[src/rtl/ballot_session_if.sv]
// Handshake bundle between the polling official / button debouncers and the
// ballot session controller. The master side drives the controls, the slave side answers.
interface ballot_session_if #(
  parameter int NUM_CAND = 4,
  parameter int CNT_W    = 8
);
  logic                election_open;
  logic                issue_ballot;
  logic [NUM_CAND-1:0] vote_valid;
  logic [NUM_CAND-1:0] grant;
  logic                ballot_active;
  logic                ready;
  logic                collision;
  logic                unauth_press;
  logic [CNT_W-1:0]    ballots_issued;
  logic [CNT_W-1:0]    votes_cast;
  logic [CNT_W-1:0]    ballots_expired;

  modport master (
    output election_open, issue_ballot, vote_valid,
    input  grant, ballot_active, ready, collision, unauth_press,
           ballots_issued, votes_cast, ballots_expired
  );

  modport slave (
    input  election_open, issue_ballot, vote_valid,
    output grant, ballot_active, ready, collision, unauth_press,
           ballots_issued, votes_cast, ballots_expired
  );
endinterface

[src/rtl/ballot_session_ctrl.sv]
// Ballot session sequencer: arms one vote per issued ballot and turns a single
// candidate press into a one-hot grant. Build option: BALLOT_PRIORITY_RESOLVE_EN.
module ballot_session_ctrl #(
  parameter int NUM_CAND        = 4,
  parameter int TIMEOUT_CYCLES  = 1000,
  parameter int COOLDOWN_CYCLES = 10,
  parameter int CNT_W           = 8
) (
  input  logic            clock,
  input  logic            reset,
  ballot_session_if.slave bus
);
  localparam int MAXC = (TIMEOUT_CYCLES > COOLDOWN_CYCLES) ? TIMEOUT_CYCLES : COOLDOWN_CYCLES;
  localparam int TW   = $clog2(MAXC + 1);
  localparam logic [TW-1:0] TO_LAST = TW'(TIMEOUT_CYCLES - 1);
  localparam logic [TW-1:0] CD_LAST = TW'(COOLDOWN_CYCLES - 1);

  typedef enum logic [1:0] {CLOSED, IDLE, ARMED, COOLDOWN} state_t;

  state_t              state_q;
  logic [TW-1:0]       timer_q;
  logic [NUM_CAND-1:0] grant_q;
  logic                coll_q, unauth_q;
  logic [CNT_W-1:0]    issued_q, votes_q, expired_q;

  logic [NUM_CAND-1:0] vv;
  logic                any_press, one_hot, multi;

  assign vv        = bus.vote_valid;
  assign any_press = |vv;
  assign one_hot   = any_press && ((vv & (vv - NUM_CAND'(1))) == '0);
  assign multi     = any_press && !one_hot;

`ifdef BALLOT_PRIORITY_RESOLVE_EN
  logic [NUM_CAND-1:0] lowest;
  assign lowest = vv & (~vv + NUM_CAND'(1));
`endif

  function automatic logic [CNT_W-1:0] sat_inc(input logic [CNT_W-1:0] c);
    return (c == '1) ? c : c + CNT_W'(1);
  endfunction

  always_ff @(posedge clock) begin
    if (reset) begin
      state_q   <= CLOSED;
      timer_q   <= '0;
      grant_q   <= '0;
      coll_q    <= 1'b0;
      unauth_q  <= 1'b0;
      issued_q  <= '0;
      votes_q   <= '0;
      expired_q <= '0;
    end else begin
      grant_q  <= '0;
      coll_q   <= 1'b0;
      unauth_q <= 1'b0;
      case (state_q)
        CLOSED: begin
          unauth_q <= any_press;
          if (bus.election_open) state_q <= IDLE;
        end
        IDLE: begin
          unauth_q <= any_press;
          if (!bus.election_open) begin
            state_q <= CLOSED;
          end else if (bus.issue_ballot) begin
            state_q  <= ARMED;
            timer_q  <= '0;
            issued_q <= sat_inc(issued_q);
          end
        end
        ARMED: begin
          if (!bus.election_open) begin
            state_q   <= CLOSED;
            expired_q <= sat_inc(expired_q);
          end else if (one_hot) begin
            grant_q <= vv;
            votes_q <= sat_inc(votes_q);
            state_q <= COOLDOWN;
            timer_q <= '0;
          end else if (multi) begin
`ifdef BALLOT_PRIORITY_RESOLVE_EN
            grant_q <= lowest;
            coll_q  <= 1'b1;
            votes_q <= sat_inc(votes_q);
            state_q <= COOLDOWN;
            timer_q <= '0;
`else
            // Timer keeps running; >= below lets a collision on the last
            // armed cycle still expire on the following one.
            coll_q  <= 1'b1;
            timer_q <= timer_q + TW'(1);
`endif
          end else if (timer_q >= TO_LAST) begin
            state_q   <= IDLE;
            expired_q <= sat_inc(expired_q);
          end else begin
            timer_q <= timer_q + TW'(1);
          end
        end
        COOLDOWN: begin
          unauth_q <= any_press;
          if (timer_q >= CD_LAST) begin
            state_q <= bus.election_open ? IDLE : CLOSED;
            timer_q <= '0;
          end else begin
            timer_q <= timer_q + TW'(1);
          end
        end
        default: state_q <= CLOSED;
      endcase
    end
  end

  assign bus.grant           = grant_q;
  assign bus.collision       = coll_q;
  assign bus.unauth_press    = unauth_q;
  assign bus.ready           = (state_q == IDLE);
  assign bus.ballot_active   = (state_q == ARMED);
  assign bus.ballots_issued  = issued_q;
  assign bus.votes_cast      = votes_q;
  assign bus.ballots_expired = expired_q;
endmodule

[src/flat_wrapper.sv]
// flat-port wrapper written by rule: the top's interface ports become plain ports
module ballot_session_ctrl_flat 
#(
  parameter int NUM_CAND        = 4,
  parameter int TIMEOUT_CYCLES  = 1000,
  parameter int COOLDOWN_CYCLES = 10,
  parameter int CNT_W           = 8
)
  (clock, reset, bus_election_open, bus_issue_ballot, bus_vote_valid, bus_grant, bus_ballot_active, bus_ready, bus_collision, bus_unauth_press, bus_ballots_issued, bus_votes_cast, bus_ballots_expired);
  ballot_session_if #(.NUM_CAND(NUM_CAND), .CNT_W(CNT_W)) bus_i ();
  input  logic clock;
  input  logic reset;
  input wire logic [$bits(bus_i.election_open)-1:0] bus_election_open;
  input wire logic [$bits(bus_i.issue_ballot)-1:0] bus_issue_ballot;
  input wire logic [$bits(bus_i.vote_valid)-1:0] bus_vote_valid;
  output wire logic [$bits(bus_i.grant)-1:0] bus_grant;
  output wire logic [$bits(bus_i.ballot_active)-1:0] bus_ballot_active;
  output wire logic [$bits(bus_i.ready)-1:0] bus_ready;
  output wire logic [$bits(bus_i.collision)-1:0] bus_collision;
  output wire logic [$bits(bus_i.unauth_press)-1:0] bus_unauth_press;
  output wire logic [$bits(bus_i.ballots_issued)-1:0] bus_ballots_issued;
  output wire logic [$bits(bus_i.votes_cast)-1:0] bus_votes_cast;
  output wire logic [$bits(bus_i.ballots_expired)-1:0] bus_ballots_expired;
  assign bus_i.election_open = bus_election_open;
  assign bus_i.issue_ballot = bus_issue_ballot;
  assign bus_i.vote_valid = bus_vote_valid;
  assign bus_grant = bus_i.grant;
  assign bus_ballot_active = bus_i.ballot_active;
  assign bus_ready = bus_i.ready;
  assign bus_collision = bus_i.collision;
  assign bus_unauth_press = bus_i.unauth_press;
  assign bus_ballots_issued = bus_i.ballots_issued;
  assign bus_votes_cast = bus_i.votes_cast;
  assign bus_ballots_expired = bus_i.ballots_expired;
  ballot_session_ctrl #(.NUM_CAND(NUM_CAND), .TIMEOUT_CYCLES(TIMEOUT_CYCLES), .COOLDOWN_CYCLES(COOLDOWN_CYCLES), .CNT_W(CNT_W)) u_core (.clock(clock), .reset(reset), .bus(bus_i));
endmodule
[config.mk]
export PLATFORM = sky130hd
export DESIGN_NAME = ballot_session_ctrl_flat
export DESIGN_NICKNAME = d
export VERILOG_FILES = /design/src/rtl/ballot_session_if.sv /design/src/rtl/ballot_session_ctrl.sv /design/src/flat_wrapper.sv
export SDC_FILE = /design/constraint.sdc
export NUM_CORES = 1
export LEC_CHECK = 0
export ABC_AREA = 1
export CORE_MARGIN = 1.5
export CORE_UTILIZATION = 50
export DETAILED_ROUTE_END_ITERATION = 10
export GPL_ROUTABILITY_DRIVEN = 0
export PLACE_DENSITY = 0.77
export SYNTH_ARGS = -nofsm -noshare
export SYNTH_HDL_FRONTEND = slang
export SYNTH_SLANG_ARGS = --single-unit
export TNS_END_PERCENT = 20
[constraint.sdc]
create_clock -name clock -period 1.88 [get_ports clock]
set_input_delay 0.564 -clock clock [delete_from_list [all_inputs] [get_ports clock]]
set_output_delay 0.564 -clock clock [all_outputs]
set_load 0.02 [all_outputs]
==> metrics.yaml <==
n_antenna_cell: 0
fillerInstances: 402
place_ws_ns: -0.2953
seq_area_frac_synth_pct: 34.73
die-width_um: 72.59
finalSetupViolations: 0
drive_above_1_share_pct: 15.06
avgSynthCellArea_sq_um: 6.422
powerDensity_mw_per_mm2: 701.1
syn-cell-area_sq_mm: 0.002421
synth_xor_area_share_pct: 3.256
grt_pass1_wl_um: 9673
period_share_pct: 97.76
grtUsageMet2_pct: 39.76
io_pins: 40
syn_nets: 391
cts-root-buf: "clkbuf_8"
tightest_slew_ns: 0.4501
grt_usage_pct: 23.05
placementRows: 25
antenna_found_initial: 0
ys_seq_elements: 42
cp_slowest_stage_delay_ns: 0.61
initial_core_util_pct: 51.60
syn2layout_area_growth_pct: 34.37
ant_nets: 0
ys_types: 27
cp-start-kind: "register"
cts_max_path_buffers: 2
die_h_um: 72.59
finalWorstSetupSlack_ns: 0.04209
max_freq_ghz: 0.5441
status: "finished, final reports clean"
ir_drop_mv: 0.3743
critPathKind: "register to output pin"
use_met3_pct: 4.282
wire_per_inst_um: 11.94
hold_buffers: 0
synth_fa_ha_area_share_pct: 3.101
remaining_drc_errors: 0
cp_max_fo: 3
dr.pass1.iters: 4
cts_made_buffers: 5
required_ns: 1.32
vias_per_cell: 5.136
cp.arrival_ns: 1.27
fin_tns_setup_ns: 0
fin_worst_skew_ns: 0.006231
drv_slew: 0
crit_family: "buffers and inverters"
clk_pin_slew_worst_paths_ns: 0.09
cts_num_sinks: 42
grt_max_degree: 18
critPathSlowestCell: "clkdlybuf4s50_1"
dp_hpwl_um: 4343
synth_compound_area_share_pct: 8.992
synth_top_family_by_area: "simple AND/OR/NAND/NOR gates"
die_area_sq_mm: 0.005269
post_cts_buffers: 0
drt_wl_total_um: 5956
grt_pass1_vias: 2283
clk_latency_ns: 0.30
grt-ovfl-total: 0
crit_chain: "clkdlybuf4s50_1"
cap_violations: 0
yosys.area_share.simple_pct: 39.28
p_leak_uw: 0.001562
total_power_uw: 2281
regArea_sq_um: 843.3
core_area_sq_mm: 0.004692
first_iter_violations: 169
crit_path_end_kind: "output pin"
relSlewSlack_pct: 69.96
place.port_buffers: 39
ctsHtreeMaxLevel: 2
crit_buf_inv: 1
cts_tree: "yes"
yosysWarnings: 0
nets: 458
multi_input_area_sq_mm: 0.001364
dr_total_vias: 2563
grt.busiest_layer: "met2"
min_period_ns: 1.838
grt_util_met1_pct: 28.35
synthMuxAreaShare_pct: 0
min_path_type: "register to register"
syn_inst: 377
hold_viol: 0
worst register-to-register path, cell delays in order (launching register included):
cell and delay (ns):
dfxtp_1 0.42, ha_1 0.24, nand2_1 0.10, nand3_1 0.11, nand3_1 0.13, nor2_1 0.11
nand2_1 0.10, buf_6 0.16, nand3_1 0.07, nand2_1 0.06, inv_1 0.05, nor2_1 0.04
area by class of cell:
class                           count  area share (%)
Multi-Input combinational cell    270           41.92
Timing Repair Buffer               67           19.08
Clock buffer                        5           2.115
Tap cell                           54           2.077
Inverter                           58           6.769
Sequential cell                    42           25.92
Clock inverter                      3           2.115
where the power goes:
group	total, uW	internal, uW	switching [uW]
Sequential	945	916	29.7
Combinational	461	196	265
Clock	874	532	342
through the flow:
stage	instance area (sq um)	utilization [%]	instances	hold WS, ns
floorplan	2421	-	377	0.4721
global placement	3074	65.52	491	0.4837
detailed placement	3074	65.52	491	0.4920
CTS	3199	68.19	499	0.5070
global route	3253	69.33	499	0.5271
finish	3253	69.33	499	0.5011
cells in the mapped netlist:
cell	count	area, sq um
a21oi_1	26	130.1
a21oi_4	1	16.27
a31oi_1	1	6.260
buf_1	1	3.750
buf_2	1	5.000
buf_4	1	7.510
buf_6	1	11.26
clkbuf_1	2	7.510
clkbuf_2	1	5.000
dfxtp_1	42	840.8
ha_1	6	75.07
inv_1	53	198.9
inv_2	5	18.77
nand2_1	99	371.6
nand2_2	6	37.54
nand3_1	27	135.1
nand3_2	2	20.02
nand4_1	22	137.6
nor2_1	50	187.7
nor2_2	3	18.77
nor2_4	2	22.52
nor3_1	2	10.01
nor3_2	1	10.01
o21ai_0	10	50.05
o21ai_1	3	15.01
xnor2_1	3	26.28
xor2_1	6	52.55
metal layers:
metal	vias up	wire, um
met3	10	331
met4	0	83
met5	-	0
met2	66	2921
met1	1148	2619
li1	1339	-
what timing repair did:
| action | 4_1_cts | 5_1_grt |
|---|---|---|
| pin swaps | 0 | 3 |
| hold endpoints to repair | 0 | 0 |
| setup endpoints to repair | 22 | 36 |
| cloned | 0 | 0 |
| gates resized for setup | 22 | 20 |
sequential cells by signal, indices dropped and copies added (netlist names):
| signal | cells |
|---|---|
| u_core.timer_q | 10 |
| u_core.bus.ballots_expired | 8 |
| u_core.bus.ballots_issued | 8 |
| u_core.bus.votes_cast | 8 |
| u_core.bus.grant | 4 |
| u_core.state_q | 2 |
| u_core.bus.collision | 1 |
| u_core.bus.unauth_press | 1 |
path summary, 6_finish.rpt:
kind | startpoint | end | slack, ns | cells after the start
hold reg to reg | u_core.bus.ballots_issued[3] | u_core.bus.ballots_issued[3] | 0.50 | 2
setup / recovery | u_core.bus.ballots_issued[0] | bus_ballots_issued[0] | 0.04 | 1
setup reg to reg | u_core.timer_q[0] | u_core.timer_q[2] | 0.21 | 11
hold / removal | u_core.bus.ballots_issued[3] | u_core.bus.ballots_issued[3] | 0.50 | 2
kinds of logic (layout without fill, tap and decap cells):
family,Yosys count,in the layout
adder cells (fa/ha/maj),6,6
XOR/XNOR,9,9
flip-flops,42,42
buffers and inverters,65,133
AND/OR/NAND/NOR,214,214
AO/OA/AOI/OAI,41,41
cell usage in the layout, fill, tap and decap left out, drive strengths merged:
cell type	Yosys	routed
clkbuf	3	5
clkinv	0	1
dlymetal6s2s	0	6
inv	58	58
dfxtp	42	42
nand2	105	105
o21ai	13	13
nand3	29	29
xnor2	3	3
xor2	6	6
buf	4	28
bufinv	0	2
nor3	3	3
clkdlybuf4s50	0	14
nor2	55	55
a31oi	1	1
ha	6	6
a21oi	27	27
dlygate4sd2	0	19
nand4	22	22
No activity file was read; power rests on OpenSTA's default activity.
